`config.mk`:
```
export PLATFORM = sky130hd
export DESIGN_NAME = pipeline_ctrl
export DESIGN_NICKNAME = d
export VERILOG_FILES = /design/src/rtl/pipe_ctrl_pkg.sv /design/src/rtl/reg_scoreboard.sv /design/src/rtl/pipeline_ctrl.sv
export SDC_FILE = /design/constraint.sdc
export NUM_CORES = 1
export LEC_CHECK = 0
export BUFFER_PORTS_ARGS = -buffer_cell sky130_fd_sc_hd__clkbuf_2
export CAP_MARGIN = 20
export CORE_ASPECT_RATIO = 1.5
export CORE_UTILIZATION = 48
export CTS_BUF_LIST = sky130_fd_sc_hd__clkbuf_4
export DETAILED_ROUTE_END_ITERATION = 7
export PLACE_DENSITY = 0.76
export REMOVE_ABC_BUFFERS = 1
export SYNTH_ARGS = -nofsm -noshare
export SYNTH_HDL_FRONTEND = slang
export SYNTH_HIERARCHICAL = 1
export SYNTH_SLANG_ARGS = --single-unit
```
`constraint.sdc`:
```
create_clock -name clk -period 3.83 [get_ports clk]
set_clock_uncertainty 0.1 [all_clocks]
set_input_delay 0.1915 -clock clk [delete_from_list [all_inputs] [get_ports clk]]
set_output_delay 0.1915 -clock clk [all_outputs]
set_load 0.005 [all_outputs]
```
`src/rtl/pipe_ctrl_pkg.sv`:
```
// rtl/pipe_ctrl_pkg.sv - shared state encoding and constants for the pipeline stall/flush sequencer
package pipe_ctrl_pkg;

  typedef enum logic [1:0] {
    RUN    = 2'd0,
    FREEZE = 2'd1,
    FLUSH  = 2'd2
  } pipe_ctrl_state_t;

  localparam logic [31:0] NOP_INSTR = 32'h00000013;
  localparam int          SB_CNT_W  = 2;

endpackage

```
`src/rtl/reg_scoreboard.sv`:
```
// rtl/reg_scoreboard.sv - per-register pending-writer counters with two source read ports and an rd read port
module reg_scoreboard #(
  parameter int NUM_REGS = 32,
  parameter int CNT_W    = 2,
  parameter int IDX_W    = $clog2(NUM_REGS)
) (
  input  logic             clk_i,
  input  logic             rst_i,
  input  logic             inc_en_i,
  input  logic [IDX_W-1:0] inc_idx_i,
  input  logic             dec_en_i,
  input  logic [IDX_W-1:0] dec_idx_i,
  input  logic [IDX_W-1:0] rs1_idx_i,
  input  logic [IDX_W-1:0] rs2_idx_i,
  input  logic [IDX_W-1:0] rd_idx_i,
  output logic [CNT_W-1:0] rs1_cnt_o,
  output logic [CNT_W-1:0] rs2_cnt_o,
  output logic [CNT_W-1:0] rd_cnt_o
);

  logic [CNT_W-1:0]    cnt_q [NUM_REGS];
  logic [CNT_W-1:0]    cnt_d [NUM_REGS];
  logic [NUM_REGS-1:0] inc_hit;
  logic [NUM_REGS-1:0] dec_hit;

  // x0 is never tracked; a decrement of an empty counter is dropped
  always_comb begin
    for (int i = 0; i < NUM_REGS; i++) begin
      inc_hit[i] = (i != 0) && inc_en_i && (inc_idx_i == IDX_W'(i));
      dec_hit[i] = (i != 0) && dec_en_i && (dec_idx_i == IDX_W'(i)) && (cnt_q[i] != '0);
      cnt_d[i]   = cnt_q[i];
      if (inc_hit[i] && !dec_hit[i]) begin
        cnt_d[i] = cnt_q[i] + CNT_W'(1);
      end else if (dec_hit[i] && !inc_hit[i]) begin
        cnt_d[i] = cnt_q[i] - CNT_W'(1);
      end
    end
  end

  always_ff @(posedge clk_i) begin
    if (rst_i) begin
      for (int i = 0; i < NUM_REGS; i++) begin
        cnt_q[i] <= '0;
      end
    end else begin
      cnt_q <= cnt_d;
      if (dec_en_i && (dec_idx_i != '0)) begin
        assert (cnt_q[dec_idx_i] != '0);
      end
    end
  end

  assign rs1_cnt_o = cnt_q[rs1_idx_i];
  assign rs2_cnt_o = cnt_q[rs2_idx_i];
  assign rd_cnt_o  = cnt_q[rd_idx_i];

endmodule

```
`src/rtl/pipeline_ctrl.sv`:
```
// rtl/pipeline_ctrl.sv - stall/flush/freeze sequencer for the 5-stage pipe
// Optional write-through bypass of source hazards: PIPE_CTRL_WB_BYPASS_EN
module pipeline_ctrl
  import pipe_ctrl_pkg::*;
#(
  parameter int NUM_REGS = 32,
  parameter int CNT_W    = SB_CNT_W
) (
  input  logic       clk,
  input  logic       rst,
  input  logic       IF_stall,
  input  logic       MA_stall,
  input  logic       br_taken,
  input  logic       id_valid,
  input  logic [4:0] id_rs1,
  input  logic [4:0] id_rs2,
  input  logic       id_uses_rs1,
  input  logic       id_uses_rs2,
  input  logic [4:0] id_rd,
  input  logic       id_writes_rd,
  input  logic       wb_we,
  input  logic [4:0] wb_rd,
  output logic       pc_hold,
  output logic       if_id_hold,
  output logic       if_id_flush,
  output logic       id_ex_bubble,
  output logic       pipe_freeze,
  output logic       issue,
  output logic [1:0] state
);

  localparam logic [CNT_W-1:0] CNT_MAX = '1;

  pipe_ctrl_state_t state_q, state_d;
  logic             flush_pend_q, flush_pend_d;
  logic [CNT_W-1:0] rs1_cnt, rs2_cnt, rd_cnt;
  logic             rs1_byp, rs2_byp, hazard;

  reg_scoreboard #(
    .NUM_REGS (NUM_REGS),
    .CNT_W    (CNT_W)
  ) u_scoreboard (
    .clk_i     (clk),
    .rst_i     (rst),
    .inc_en_i  (issue && id_writes_rd),
    .inc_idx_i (id_rd),
    .dec_en_i  (wb_we),
    .dec_idx_i (wb_rd),
    .rs1_idx_i (id_rs1),
    .rs2_idx_i (id_rs2),
    .rd_idx_i  (id_rd),
    .rs1_cnt_o (rs1_cnt),
    .rs2_cnt_o (rs2_cnt),
    .rd_cnt_o  (rd_cnt)
  );

`ifdef PIPE_CTRL_WB_BYPASS_EN
  // the last outstanding writer is committing right now and the regfile writes through
  assign rs1_byp = wb_we && (wb_rd == id_rs1) && (rs1_cnt == CNT_W'(1));
  assign rs2_byp = wb_we && (wb_rd == id_rs2) && (rs2_cnt == CNT_W'(1));
`else
  assign rs1_byp = 1'b0;
  assign rs2_byp = 1'b0;
`endif

  assign hazard = id_valid &&
                  ((id_uses_rs1 && (id_rs1 != '0) && (rs1_cnt != '0) && !rs1_byp) ||
                   (id_uses_rs2 && (id_rs2 != '0) && (rs2_cnt != '0) && !rs2_byp) ||
                   (id_writes_rd && (id_rd != '0) && (rd_cnt == CNT_MAX)));

  always_comb begin
    state_d      = state_q;
    flush_pend_d = flush_pend_q;
    pc_hold      = 1'b0;
    if_id_hold   = 1'b0;
    if_id_flush  = 1'b0;
    id_ex_bubble = 1'b0;
    pipe_freeze  = 1'b0;
    issue        = 1'b0;
    case (state_q)
      RUN: begin
        if (MA_stall) begin
          pipe_freeze = 1'b1;
          pc_hold     = 1'b1;
          if_id_hold  = 1'b1;
          state_d     = FREEZE;
          if (br_taken) flush_pend_d = 1'b1;
        end else if (br_taken) begin
          if_id_flush  = 1'b1;
          id_ex_bubble = 1'b1;
        end else if (hazard) begin
          pc_hold      = 1'b1;
          if_id_hold   = 1'b1;
          id_ex_bubble = 1'b1;
        end else begin
          pc_hold    = IF_stall;
          if_id_hold = IF_stall;
          issue      = id_valid;
        end
      end
      FREEZE: begin
        pipe_freeze = 1'b1;
        pc_hold     = 1'b1;
        if_id_hold  = 1'b1;
        if (br_taken) flush_pend_d = 1'b1;
        if (!MA_stall) state_d = (flush_pend_q || br_taken) ? FLUSH : RUN;
      end
      FLUSH: begin
        // a new memory stall outranks the flush; the pending flag replays it afterwards
        if (MA_stall) begin
          pipe_freeze = 1'b1;
          pc_hold     = 1'b1;
          if_id_hold  = 1'b1;
          state_d     = FREEZE;
        end else begin
          if_id_flush  = 1'b1;
          id_ex_bubble = 1'b1;
          flush_pend_d = 1'b0;
          state_d      = RUN;
        end
      end
      default: state_d = RUN;
    endcase
  end

  always_ff @(posedge clk) begin
    if (rst) begin
      state_q      <= RUN;
      flush_pend_q <= 1'b0;
    end else begin
      state_q      <= state_d;
      flush_pend_q <= flush_pend_d;
    end
  end

  assign state = state_q;

endmodule

```
Yosys cells after proc, flatten, opt, wreduce, memory -nomap -nowiden. Cells that the tools add are included.

$add $sub $neg: 62. Order comparisons: 3. Eq/ne operators: 68. Multiplexer cells: 98. Bitwise gates (word level): 3. Reduce and logical (&&, ||, !) cells: 300.

Operators by type and width (count): $logic_and A1 B1 Y1 (163); $eq A5 B5 Y1 const B (32); $mux W2 (71); $reduce_bool A2 Y1 (64); $eq A5 B4 Y1 const B (16); $add A2 B1 Y2 const B (31); $logic_not A1 Y1 (62); $sub A2 B1 Y2 const B (31); $eq A5 B3 Y1 const B (8); $bmux W2 S5 (3); $eq A5 B2 Y1 const B (4); $ge A6 B6 Y1 const B (3); $mux W1 (18); $not A5 Y6 (3); $reduce_bool A5 Y1 (3); $eq A5 B1 Y1 const B (2); $ne A2 B2 Y1 const B (3); $pmux W1 S2 (3); $pmux W1 S3 (2); $pmux W2 S3 (1); $eq A2 B2 Y1 const B (2); $logic_or A1 B1 Y1 (3); $reduce_and A3 Y1 (1); $reduce_bool A3 Y1 (1); other kinds (4) (4).

Flip-flop bits (word level): 65. Input bits: 30.

Longest topological paths before layout. Gate-level depths: netlist of the first run.

Depth after elaboration: 19. Depth in mapped cells: 17. Gate-level depth less buffers: 16.

Modules after synthesis. Netlist of the first run, hierarchy kept.

Modules (own cells, without submodules): reg_scoreboard (instances 1, cells each 616, area each 5133.7 µm², sequential area each 1241.2 µm²); pipeline_ctrl (instances 1, cells each 40, area each 266.5 µm², sequential area each 60.1 µm²).

Least setup slack after synthesis of the first run. OpenSTA, ideal clock, no wires.

Path type: register -> register. From: reg u_scoreboard/cnt_q[52] in the netlist's numbering. To: reg u_scoreboard/cnt_q[49] in the netlist's numbering. Setup time: 0.070 ns. Data arrival time: 3.062 ns. Data required time: 3.660 ns. Setup slack: 0.598 ns. Cell stages (with the launch flop): 16. Path buffers: 0. Clock period less this slack: 3.232 ns. Path through: dfxtp_1 -> mux4_1 -> inv_1 -> a2111oi_0 -> a41oi_1 -> nand3_1 -> o21ai_0 -> a21oi_1 -> nor3_2 -> and3_1 -> nor2b_1 -> nand3_1 -> nor2_1 -> ha_1 -> or3_1 -> a21oi_1.

Cells in the longest elaborated chain, start to end: 17. Elaborated cells between the ends (all ways): 29. Those cells by class: eq/ne (1); mux (14); reduce/logical (14).

RTL lines: start, declared (RTL line reg_scoreboard.sv:21) `logic [CNT_W-1:0] cnt_q [NUM_REGS];`; start signal, assigned (RTL line reg_scoreboard.sv:46) `cnt_q <= cnt_d;`; $bmux W2 S5 * (RTL line reg_scoreboard.sv:54) `assign rs2_cnt_o = cnt_q[rs2_idx_i];`; $mux W2 (not written as such) * (2 in a row) (RTL line reg_scoreboard.sv:54); named net rs2_cnt[0] (RTL line pipeline_ctrl.sv:36) `logic [CNT_W-1:0] rs1_cnt, rs2_cnt, rd_cnt;`; $reduce_bool A2 Y1 * (RTL line pipeline_ctrl.sv:68) `(id_uses_rs2 && (id_rs2 != '0) && (rs2_cnt != '0) && !rs2_byp) ||`; $logic_and A1 B1 Y1 * (RTL line pipeline_ctrl.sv:68); $logic_or A1 B1 Y1 * (RTL line pipeline_ctrl.sv:67) `((id_uses_rs1 && (id_rs1 != '0) && (rs1_cnt != '0) && !rs1_byp) ||`; $logic_or A1 B1 Y1 * (RTL line pipeline_ctrl.sv:68); $logic_and A1 B1 Y1 * (RTL line pipeline_ctrl.sv:66) `assign hazard = id_valid &&`; $mux W1 * (RTL line pipeline_ctrl.sv:91) `end else if (hazard) begin`; $mux W1 * (RTL line pipeline_ctrl.sv:88) `end else if (br_taken) begin`; $mux W1 * (RTL line pipeline_ctrl.sv:82) `if (MA_stall) begin`; $mux W1 * (RTL line pipeline_ctrl.sv:80) `case (state_q)`; $logic_and A1 B1 Y1 * (RTL line pipeline_ctrl.sv:45) `.inc_en_i (issue && id_writes_rd),`; $logic_and A1 B1 Y1 * (RTL line reg_scoreboard.sv:29) `inc_hit[i] = (i != 0) && inc_en_i && (inc_idx_i == IDX_W'(i));`; $logic_not A1 Y1 (RTL line reg_scoreboard.sv:34) `end else if (dec_hit[i] && !inc_hit[i]) begin`; $logic_and A1 B1 Y1 (RTL line reg_scoreboard.sv:34); $reduce_bool A2 Y1 (no source line).

Mark *: on every way through the listed nets, which the timed path passes. The rest lies on a longest branch. The select of a mux whose other input is x is not followed. A chain may end at the register's enable or synchronous reset.

Worst setup path after layout of the first run.
From: reg u_scoreboard/cnt_q[57] in the netlist's numbering. To: reg u_scoreboard/cnt_q[47] in the netlist's numbering.

Elaborated cells between the ends (all ways): 29. Those cells by class: eq/ne (1); mux (14); reduce/logical (14).

RTL lines: $bmux W2 S5 * (RTL line reg_scoreboard.sv:55) `assign rd_cnt_o = cnt_q[rd_idx_i];`; $mux W2 (not written as such) * (2 in a row) (RTL line reg_scoreboard.sv:55); named net rd_cnt[1] (RTL line pipeline_ctrl.sv:36); $eq A2 B2 Y1 * (RTL line pipeline_ctrl.sv:69) `(id_writes_rd && (id_rd != '0) && (rd_cnt == CNT_MAX)));`; $logic_and A1 B1 Y1 * (RTL line pipeline_ctrl.sv:69); $logic_or A1 B1 Y1 * (RTL line pipeline_ctrl.sv:68); $logic_and A1 B1 Y1 * (RTL line pipeline_ctrl.sv:66); $mux W1 * (RTL line pipeline_ctrl.sv:91); $mux W1 * (RTL line pipeline_ctrl.sv:88); $mux W1 * (RTL line pipeline_ctrl.sv:82); $mux W1 * (RTL line pipeline_ctrl.sv:80); $logic_and A1 B1 Y1 * (RTL line pipeline_ctrl.sv:45); $logic_and A1 B1 Y1 * (RTL line reg_scoreboard.sv:29); $logic_not A1 Y1 (RTL line reg_scoreboard.sv:34); $logic_and A1 B1 Y1 (RTL line reg_scoreboard.sv:34); $reduce_bool A2 Y1 (no source line).

Marked as above.

==> results of run 1 <==
## metrics by stage
stage	area (um2)	hold slack (ns)
global placement	5760	0.325
finish	5950	0.104
detailed placement	5760	0.342
floorplan	5200	0.161
CTS	5910	0.0830
global route	5950	0.126
## metal layers
metal,vias to the layer above,part of all wire,GRT usage
met5,-,0,0
met4,0,0.073,0.212
met3,83,0.045,0.0526
met2,210,0.50,0.533
met1,2552,0.38,0.363
li1,2473,-,-
## power groups by stage
| stage | Clock [uW] | Combinational [uW] | Sequential, uW |
|---|---|---|---|
| after floorplan | 0 | 97.1 | 697 |
| after global placement | 0 | 228 | 697 |
| after detailed placement | 0 | 231 | 698 |
| after CTS | 483 | 232 | 682 |
| after global routing | 514 | 256 | 683 |
| final | 477 | 239 | 682 |
## Yosys cell counts, types with 2 or more instances
| master | number |
|---|---|
| or3_1 | 31 |
| ha_1 | 31 |
| or2_2 | 2 |
| mux2_2 | 6 |
| nand2b_1 | 9 |
| a221oi_1 | 6 |
| nor3_1 | 7 |
| nand3_1 | 41 |
| nor2b_1 | 18 |
| a41oi_1 | 6 |
| a22oi_1 | 18 |
| mux4_1 | 6 |
| clkbuf_1 | 29 |
| buf_6 | 3 |
| nor2_1 | 80 |
| dfxtp_1 | 65 |
| o211ai_1 | 31 |
| nand2_1 | 16 |
| mux2i_1 | 72 |
| inv_1 | 7 |
| a21oi_1 | 49 |
| o21bai_1 | 2 |
| o21ai_0 | 34 |
| buf_2 | 9 |
| a2111oi_0 | 6 |
| nor3_2 | 2 |
| xor2_1 | 62 |
## logic make-up after synthesis
family          Yosys count  share of synthesized area
compound gates          154                      0.180
xor+xnor                 62                      0.101
fa+ha+maj                31                     0.0718
buf+inv                  49                     0.0410
flops                    65                      0.241
mux                      84                      0.175
simple gates            211                      0.190
## worst max path at each step
stage               slack, ns  depth (start not counted)                   start                      to
global placement         0.15                         18                id_rd[1]  u_scoreboard/cnt_q[45]
detailed placement       0.09                         17               id_rs2[1]  u_scoreboard/cnt_q[35]
finish                   0.16                         16  u_scoreboard/cnt_q[57]  u_scoreboard/cnt_q[47]
global route            -0.04                         16  u_scoreboard/cnt_q[54]  u_scoreboard/cnt_q[47]
CTS                      0.15                         16  u_scoreboard/cnt_q[55]  u_scoreboard/cnt_q[35]
floorplan                0.61                         15  u_scoreboard/cnt_q[52]  u_scoreboard/cnt_q[57]
## final cells by class
class / instances / area, um2
tap: 147 / 184
antenna: 1 / 2.50
sequential: 65 / 1310
clock inverter: 6 / 58.8
inverter: 7 / 26.3
fill: 1059 / 5050
clock buffer: 10 / 75.1
multi-input combinational: 542 / 3910
timing repair buffer: 60 / 388
## registers in the layout (all words and copies together) (netlist names)
register / count
flush_pend_q: 1
state: 2
u_scoreboard/cnt_q: 62
## worst reg2reg max path: stages (launching register included)
cell	delay, ns
dfxtp_1	0.49
mux2_2	0.22
a221oi_1	0.06
a2111oi_0	0.45
a41oi_1	0.13
nand3_1	0.12
nand3_1	0.07
a21oi_1	0.22
nor3_2	0.09
and3_1	0.18
nor2b_2	0.16
buf_4	0.15
nand2_1	0.18
nor2_1	0.09
ha_1	0.35
or3_1	0.37
a21oi_1	0.16
## what timing repair did
action	CTS	global route
gates resized for setup	0	18
hold buffers	2	0
buffers inserted	0	0
endpoints found under the hold margin	3	0
setup endpoints to repair	0	31
==> results_dict.tcl, run 1 <==
set metrics [dict create \
    status "complete, no violations" \
    drive_gt1_frac 0.143 \
    grt_pass1_vias 5262 \
    end_kind "register" \
    ys_warn_count 6 \
    vias 5318 \
    leakage_uw 0.00249 \
    syn_inst 656 \
    htreeDepth 3 \
    wl_per_cell_um 21.3 \
    gr-usage-all-layers 0.319 \
    layout-area-overhead-vs-synth_pct 10.2 \
    avgViaCountPerCell 6.35 \
    start_util 0.491 \
    hpwlAfterDp_um 13500 \
    drv_slew 0 \
    fp.dieW_um 88.6 \
    final_cell_mix "nor2_1 (79), mux2i_1 (72), xor2_1 (62)" \
    synthesis.area_um2 5400 \
    post-place-ws_ns 0.0874 \
    core_area_um2 11000 \
    reg2reg_slack_ns 0.16 \
    finalCriticalPeriod_ns 3.67 \
    maxCapViolCount 0 \
    cp_slowest_cell "dfxtp_1" \
    hold_violations 0 \
    synth_seq_cells 65 \
    holdPathEnd "flush_pend_q" \
    setup_tns_ns 0 \
    drt_first_pass_iters 5 \
    grt_max_degree 66 \
    antenna_found_initial 1 \
    cts_made_buffers 9 \
    dp_cells 819 \
    clock_path_buffers 2 \
    fin_crit_sh 0.959 \
    power_density_nw_per_um2 235 \
    reg2reg_to "u_scoreboard/cnt_q[47]" \
    layout_commonest_cell "nor2_1" \
    cts_tree "yes" \
    ff2ff_path_depth 16 \
    cp-start-kind "register" \
    switchingPower_uw 429 \
    synthTopCellsByArea "dfxtp_1 (24%), mux2i_1 (13%), xor2_1 (10%)" \
    p_seq_frac 0.488 \
    rows 47 \
    intPower_uw 969 \
    die-area_um2 11700 \
    clk_pin_slew_ns 0.12 \
    setup_ws_ns 0.156 \
    ys_types 35 \
    synth_ff_type "dfxtp_1" \
    worst-path-buf-inv 1 \
    root_buffer "clkbuf_4" \
    hold_path_class "in -> reg" \
    peakVddDrop_uv 132 \
    final_core_util 0.541 \
    clk_latency_ns 0.44 \
    numPortBuffers 37 \
    whs_path_depth 4 \
    hp-start "br_taken" \
    clkPwrFrac 0.341 \
    ioPinCount 38 \
    finalNonFillerCells 838 \
    setup_violations 0 \
    wirelength_um 17800 \
    drt_iter0_markers 391 \
    yosys.area.top_type "dfxtp_1" \
    yosysSeqAreaShare 0.241 \
    yosysTopAreaCellShare 0.241 \
    sw_frac_of_total 0.307 \
    crit_required_ns 4.10 \
    reg2reg_from "u_scoreboard/cnt_q[57]" \
    die_y_um 132 \
    fmax_mhz 272 \
    grt_pass1_wl_um 28000 \
    finalPower_uw 1400 \
    ant_nets 0 \
    clock-sinks 65 \
    avgSynthCellArea_um2 8.23 \
    relSlewSlack 0.268 \
    combPwrFrac 0.171 \
    worst_pin_slew_ns 1.09 \
    crit_arrival_ns 3.94 \
    synth_edf_count 0 \
    critPathMaxStageDelay_ns 0.49 \
    cp_cell_sequence "mux2_2, a221oi_1, a2111oi_0, a41oi_1, nand3_1, nand3_1, a21oi_1, nor3_2, and3_1, nor2b_2, buf_4, nand2_1, nor2_1, ha_1, or3_1, a21oi_1" \
    synthArstFlopShare 0 \
    grt-ovfl-total 0 \
    crit_type "reg -> reg" \
    path_delay_family "simple AND/OR/NAND/NOR gates" \
    drc 0 \
    gp_congestion 0.974 \
    finalNetCount 746 \
    critPathMaxFanout 6 \
]
No activity file was read; power rests on OpenSTA's default activity.
==> run 2, diff against run 1 <==
--- a/config.mk
+++ b/config.mk
@@ -11,6 +11,7 @@
 export CORE_UTILIZATION = 48
 export CTS_BUF_LIST = sky130_fd_sc_hd__clkbuf_4
 export DETAILED_ROUTE_END_ITERATION = 7
+export HOLD_SLACK_MARGIN = 0.15
 export PLACE_DENSITY = 0.76
 export REMOVE_ABC_BUFFERS = 1
 export SYNTH_ARGS = -nofsm -noshare
==> run 2 against run 1 <==
Compared with the run above:
- first-iteration DRC count fell by 7.7%
- final area increased by 0.17%
- total power down 0.18%
- sequential share of layout area about the same
- largest power group unchanged
==> results_dict.tcl, run 2 (same netlist as run 1, synthesis figures left out) <==
set metrics [dict create \
    cts_setup_buffers 0 \
    largest_register_ffs 62 \
    worst_pin_slew_ns 1.06 \
    core_area_um2 11000 \
    finalPower_uw 1400 \
    drt_first_pass_iters 7 \
    crit_type "reg -> reg" \
    drv_slew 0 \
    wirelength_um 17900 \
    grt-ovfl-total 0 \
    drt_iter0_markers 361 \
    numPortBuffers 37 \
    root_buffer "clkbuf_4" \
    setup_violations 0 \
    gr-usage-all-layers 0.319 \
    wl_per_cell_um 21.3 \
    leakage_uw 0.00250 \
    fp.dieW_um 88.6 \
    cts_made_buffers 9 \
    top_register "u_scoreboard/cnt_q" \
    rows 47 \
    drive_gt1_frac 0.143 \
    final_cell_mix "nor2_1 (79), mux2i_1 (72), xor2_1 (62)" \
    htreeDepth 3 \
    critPathMaxFanout 6 \
    maxCapViolCount 0 \
    ant_nets 0 \
    finalCriticalPeriod_ns 3.66 \
    clock_path_buffers 2 \
    fin_crit_sh 0.956 \
    hp-start "rst" \
    relSlewSlack 0.289 \
    finalNetCount 747 \
    cp-start-kind "register" \
    setup_tns_ns 0 \
    post-place-ws_ns 0.0874 \
    fmax_mhz 273 \
    grt_pass1_wl_um 28000 \
    reg2reg_slack_ns 0.17 \
    grt_max_degree 66 \
    hpwlAfterDp_um 13500 \
    clk_latency_ns 0.43 \
    clk_pin_slew_ns 0.12 \
    whs_path_depth 3 \
    crit_arrival_ns 3.92 \
    status "complete, no violations" \
    ff2ff_path_depth 16 \
    gp_congestion 0.974 \
    start_util 0.491 \
    die-area_um2 11700 \
    peakVddDrop_uv 130 \
    vias 5305 \
    end_kind "register" \
    setup_ws_ns 0.170 \
    clock-sinks 65 \
    drc 0 \
    grt_pass1_vias 5262 \
    layout_commonest_cell "nor2_1" \
    hold_violations 0 \
    antenna_found_initial 1 \
    cts_tree "yes" \
    final_core_util 0.542 \
    avgViaCountPerCell 6.32 \
    ioPinCount 38 \
    reg2reg_from "u_scoreboard/cnt_q[57]" \
    crit_required_ns 4.09 \
    layout-area-overhead-vs-synth_pct 10.4 \
    reg2reg_to "u_scoreboard/cnt_q[47]" \
    die_y_um 132 \
    hold_path_class "in -> reg" \
    power_density_nw_per_um2 234 \
    holdPathEnd "u_scoreboard/cnt_q[10]" \
]
run 2: how the worst max path moves through the flow:
stage	start	cells after the start	to	slack, ns
after floorplan	u_scoreboard/cnt_q[52]	15	u_scoreboard/cnt_q[57]	0.61
after global placement	id_rd[1]	18	u_scoreboard/cnt_q[45]	0.15
after detailed placement	id_rs2[1]	17	u_scoreboard/cnt_q[35]	0.09
after CTS	u_scoreboard/cnt_q[55]	16	u_scoreboard/cnt_q[35]	0.15
after global routing	u_scoreboard/cnt_q[54]	16	u_scoreboard/cnt_q[47]	-0.04
final	u_scoreboard/cnt_q[57]	16	u_scoreboard/cnt_q[47]	0.17
run 2: repair_timing:
action | 4_1_cts | 5_1_grt
endpoints found under the setup margin | 0 | 31
hold endpoints to repair | 3 | 0
resized for setup | 0 | 18
hold buffers | 3 | 0
run 2: final cells by class:
type	count	area (um2)
fill	1059	5040
inverter	7	26.3
multi-input combinational	542	3910
clock inverter	6	58.8
clock buffer	10	75.1
sequential	65	1310
timing repair buffer	61	398
tap	147	184
antenna	1	2.50
run 2: routing by layer:
layer,vias up,wire (um),GRT usage
li1,2471,-,-
met1,2555,6840,0.363
met2,201,8930,0.533
met3,78,850,0.0526
met4,0,1270,0.212
met5,-,0,0
run 2: metrics by stage:
| step | hold WS [ns] | cells | cell area, um2 |
|---|---|---|---|
| after floorplan | 0.161 | 614 | 5200 |
| after global placement | 0.325 | 819 | 5760 |
| after detailed placement | 0.342 | 819 | 5760 |
| after CTS | 0.252 | 838 | 5920 |
| after global routing | 0.266 | 839 | 5960 |
| final | 0.265 | 839 | 5960 |
run 2: critical path: stages, from the launching register on:
cell	delay, ns
dfxtp_1	0.48
mux2_2	0.22
a221oi_1	0.07
a2111oi_0	0.45
a41oi_1	0.13
nand3_1	0.12
nand3_1	0.07
a21oi_1	0.22
nor3_2	0.09
and3_1	0.18
nor2b_2	0.16
buf_4	0.15
nand2_1	0.18
nor2_1	0.09
ha_1	0.35
or3_1	0.37
a21oi_1	0.16
run 2: power breakdown:
group / internal (uW) / leakage, uW / switching (uW) / total (uW)
Sequential: 678 / 0.000528 / 3.84 / 682
Clock: 202 / 0.0000698 / 273 / 474
Combinational: 90.1 / 0.00190 / 150 / 240
==> run 3, diff against run 2 <==
--- a/config.mk
+++ b/config.mk
@@ -9,7 +9,6 @@
 export CAP_MARGIN = 20
 export CORE_ASPECT_RATIO = 1.5
 export CORE_UTILIZATION = 48
-export CTS_BUF_LIST = sky130_fd_sc_hd__clkbuf_4
 export DETAILED_ROUTE_END_ITERATION = 7
 export HOLD_SLACK_MARGIN = 0.15
 export PLACE_DENSITY = 0.76
==> run 3 against run 2 <==
Compared with the run above:
- core utilization grew 1.4 points
- sequential share of layout area down 0.69 points
- fmax about the same
- worst hold slack got worse by 0.050 ns
- critical path depth unchanged
- clock-buffer cell count grew 1
- flip-flop and latch count did not move
- largest cell class unchanged
- via count fell by 0.53%
- total power up 26%
- final area grew 2.6%
==> results_dict.tcl, run 3 (same netlist as run 1, synthesis figures left out) <==
set metrics [dict create \
    status "complete, no violations" \
    die_y_um 132 \
    clk_latency_ns 0.34 \
    fin_crit_sh 0.956 \
    cp-startpoint "u_scoreboard/cnt_q[55]" \
    fmax_mhz 273 \
    drc 0 \
    rows 47 \
    wirelength_um 17800 \
    hold_violations 0 \
    hpwlAfterDp_um 13500 \
    cp_slowest_cell "dfxtp_1" \
    root_buffer "clkbuf_16" \
    final_cell_mix "nor2_1 (79), mux2i_1 (72), dfxtp_1 (64)" \
    avgViaCountPerCell 6.30 \
    peakVddDrop_uv 196 \
    grt_max_degree 66 \
    cts_tree "yes" \
    grt-ovfl-total 0 \
    vias 5277 \
    setup_tns_ns 0 \
    setup_violations 0 \
    antenna_found_initial 0 \
    grt_pass1_vias 5284 \
    core_area_um2 11000 \
    wl_per_cell_um 21.2 \
    start_util 0.491 \
    layout-area-overhead-vs-synth_pct 13.2 \
    cp_cell_sequence "mux4_1, inv_1, a2111oi_1, a41oi_1, nand3_1, nand3_1, a21oi_1, nor3_2, and3_1, nor2b_2, buf_4, nand2_1, nor2_1, ha_1, or3_1, a21oi_1" \
    nFillCells 1031 \
    layout_commonest_cell "nor2_1" \
    drt_first_pass_iters 5 \
    fp.dieW_um 88.6 \
    ioPinCount 38 \
    diodes 0 \
    finalNetCount 746 \
    path_delay_family "simple AND/OR/NAND/NOR gates" \
    worst_pin_slew_ns 1.08 \
    leakage_uw 0.00256 \
    wl_met3_um 767 \
    finalCriticalPeriod_ns 3.66 \
    crit_arrival_ns 3.82 \
    grt_pass1_wl_um 27900 \
    maxCapViolCount 0 \
    clk_pin_slew_ns 0.05 \
    gr-usage-all-layers 0.321 \
    highest_layer "met4" \
    critPathMaxFanout 6 \
    end_kind "register" \
    htreeDepth 3 \
    hold_slack_ns 0.214 \
    gp_congestion 0.974 \
    largest_register_ffs 62 \
    cts_setup_buffers 0 \
    seq_area_um2 1300 \
    critPathMaxStageDelay_ns 0.47 \
    drt-met1-wl_um 6820 \
    multiInputGateArea_um2 3920 \
    worst-path-buf-inv 2 \
    reg2reg_from "u_scoreboard/cnt_q[55]" \
    drive_gt1_frac 0.135 \
    hp-start "br_taken" \
    ant_nets 0 \
    numPortBuffers 37 \
    cp-start-kind "register" \
    top_register "u_scoreboard/cnt_q" \
    hold_path_class "in -> reg" \
    die-area_um2 11700 \
    met2_length_um 8920 \
    clock-sinks 65 \
    power_density_nw_per_um2 287 \
    relSlewSlack 0.274 \
    crit_type "reg -> reg" \
    drv_slew 0 \
    drt_iter0_markers 358 \
    cts_made_buffers 9 \
    crit_required_ns 3.99 \
    clock_path_buffers 2 \
]
## run 3: cell types whose count changed in the layout (fill, tap and decap cells not counted), moves of 7 or more
cell	delta
dfxtp_2	-7
clkbuf_16	+9
clkbuf_4	-10
dfxtp_1	+7
## run 3: report_power, final
| part | switching [uW] | internal, uW |
|---|---|---|
| Combinational | 151 | 89.8 |
| Sequential | 3.82 | 679 |
| Clock | 311 | 519 |
## run 3: per-layer routing
metal  vias up  GRT usage
met3        81     0.0532
met5         -          0
met4         0      0.221
met1      2537      0.364
met2       192      0.534
li1       2467          -
## run 3: stage by stage
step,setup slack [ns],power (uW),util,cell area (um2),cells
3_3_place_gp,0.147,926,0.523,5760,819
6_report,0.168,1750,0.556,6110,837
2_1_floorplan,0.611,794,-,5200,614
3_5_place_dp,0.0874,928,0.523,5760,819
4_1_cts,0.166,1760,0.552,6070,837
5_1_grt,-0.0108,1820,0.556,6110,837
## run 3: worst min-delay path: cells and delay by family
kind | cells | cell delay (ns)
buffers and inverters | 1 | 0.11
AND/OR/NAND/NOR | 1 | 0.13
AO/OA/AOI/OAI | 2 | 0.18
## run 3: layout make-up
type | instances | share of cell area
clock inverters | 5 | 0.00901
flip-flops and latches | 65 | 0.213
multi-input cells | 542 | 0.640
inverters | 7 | 0.00430
repair buffers | 60 | 0.0634
well taps | 147 | 0.0301
clock buffers | 11 | 0.0397
## run 3: repair_timing
| action | in CTS | in global routing |
|---|---|---|
| endpoints found under the hold margin | 3 | 0 |
| hold buffers | 2 | 0 |
| gates resized for setup | 0 | 14 |
| endpoints found under the setup margin | 0 | 31 |
## run 3: final timing paths
check / to / slack (ns) / cells after the start
worst max-delay path: u_scoreboard/cnt_q[47] / 0.17 / 16
worst min-delay path: flush_pend_q / 0.21 / 4
worst max register to register: u_scoreboard/cnt_q[47] / 0.17 / 16
worst min register to register: flush_pend_q / 0.40 / 2
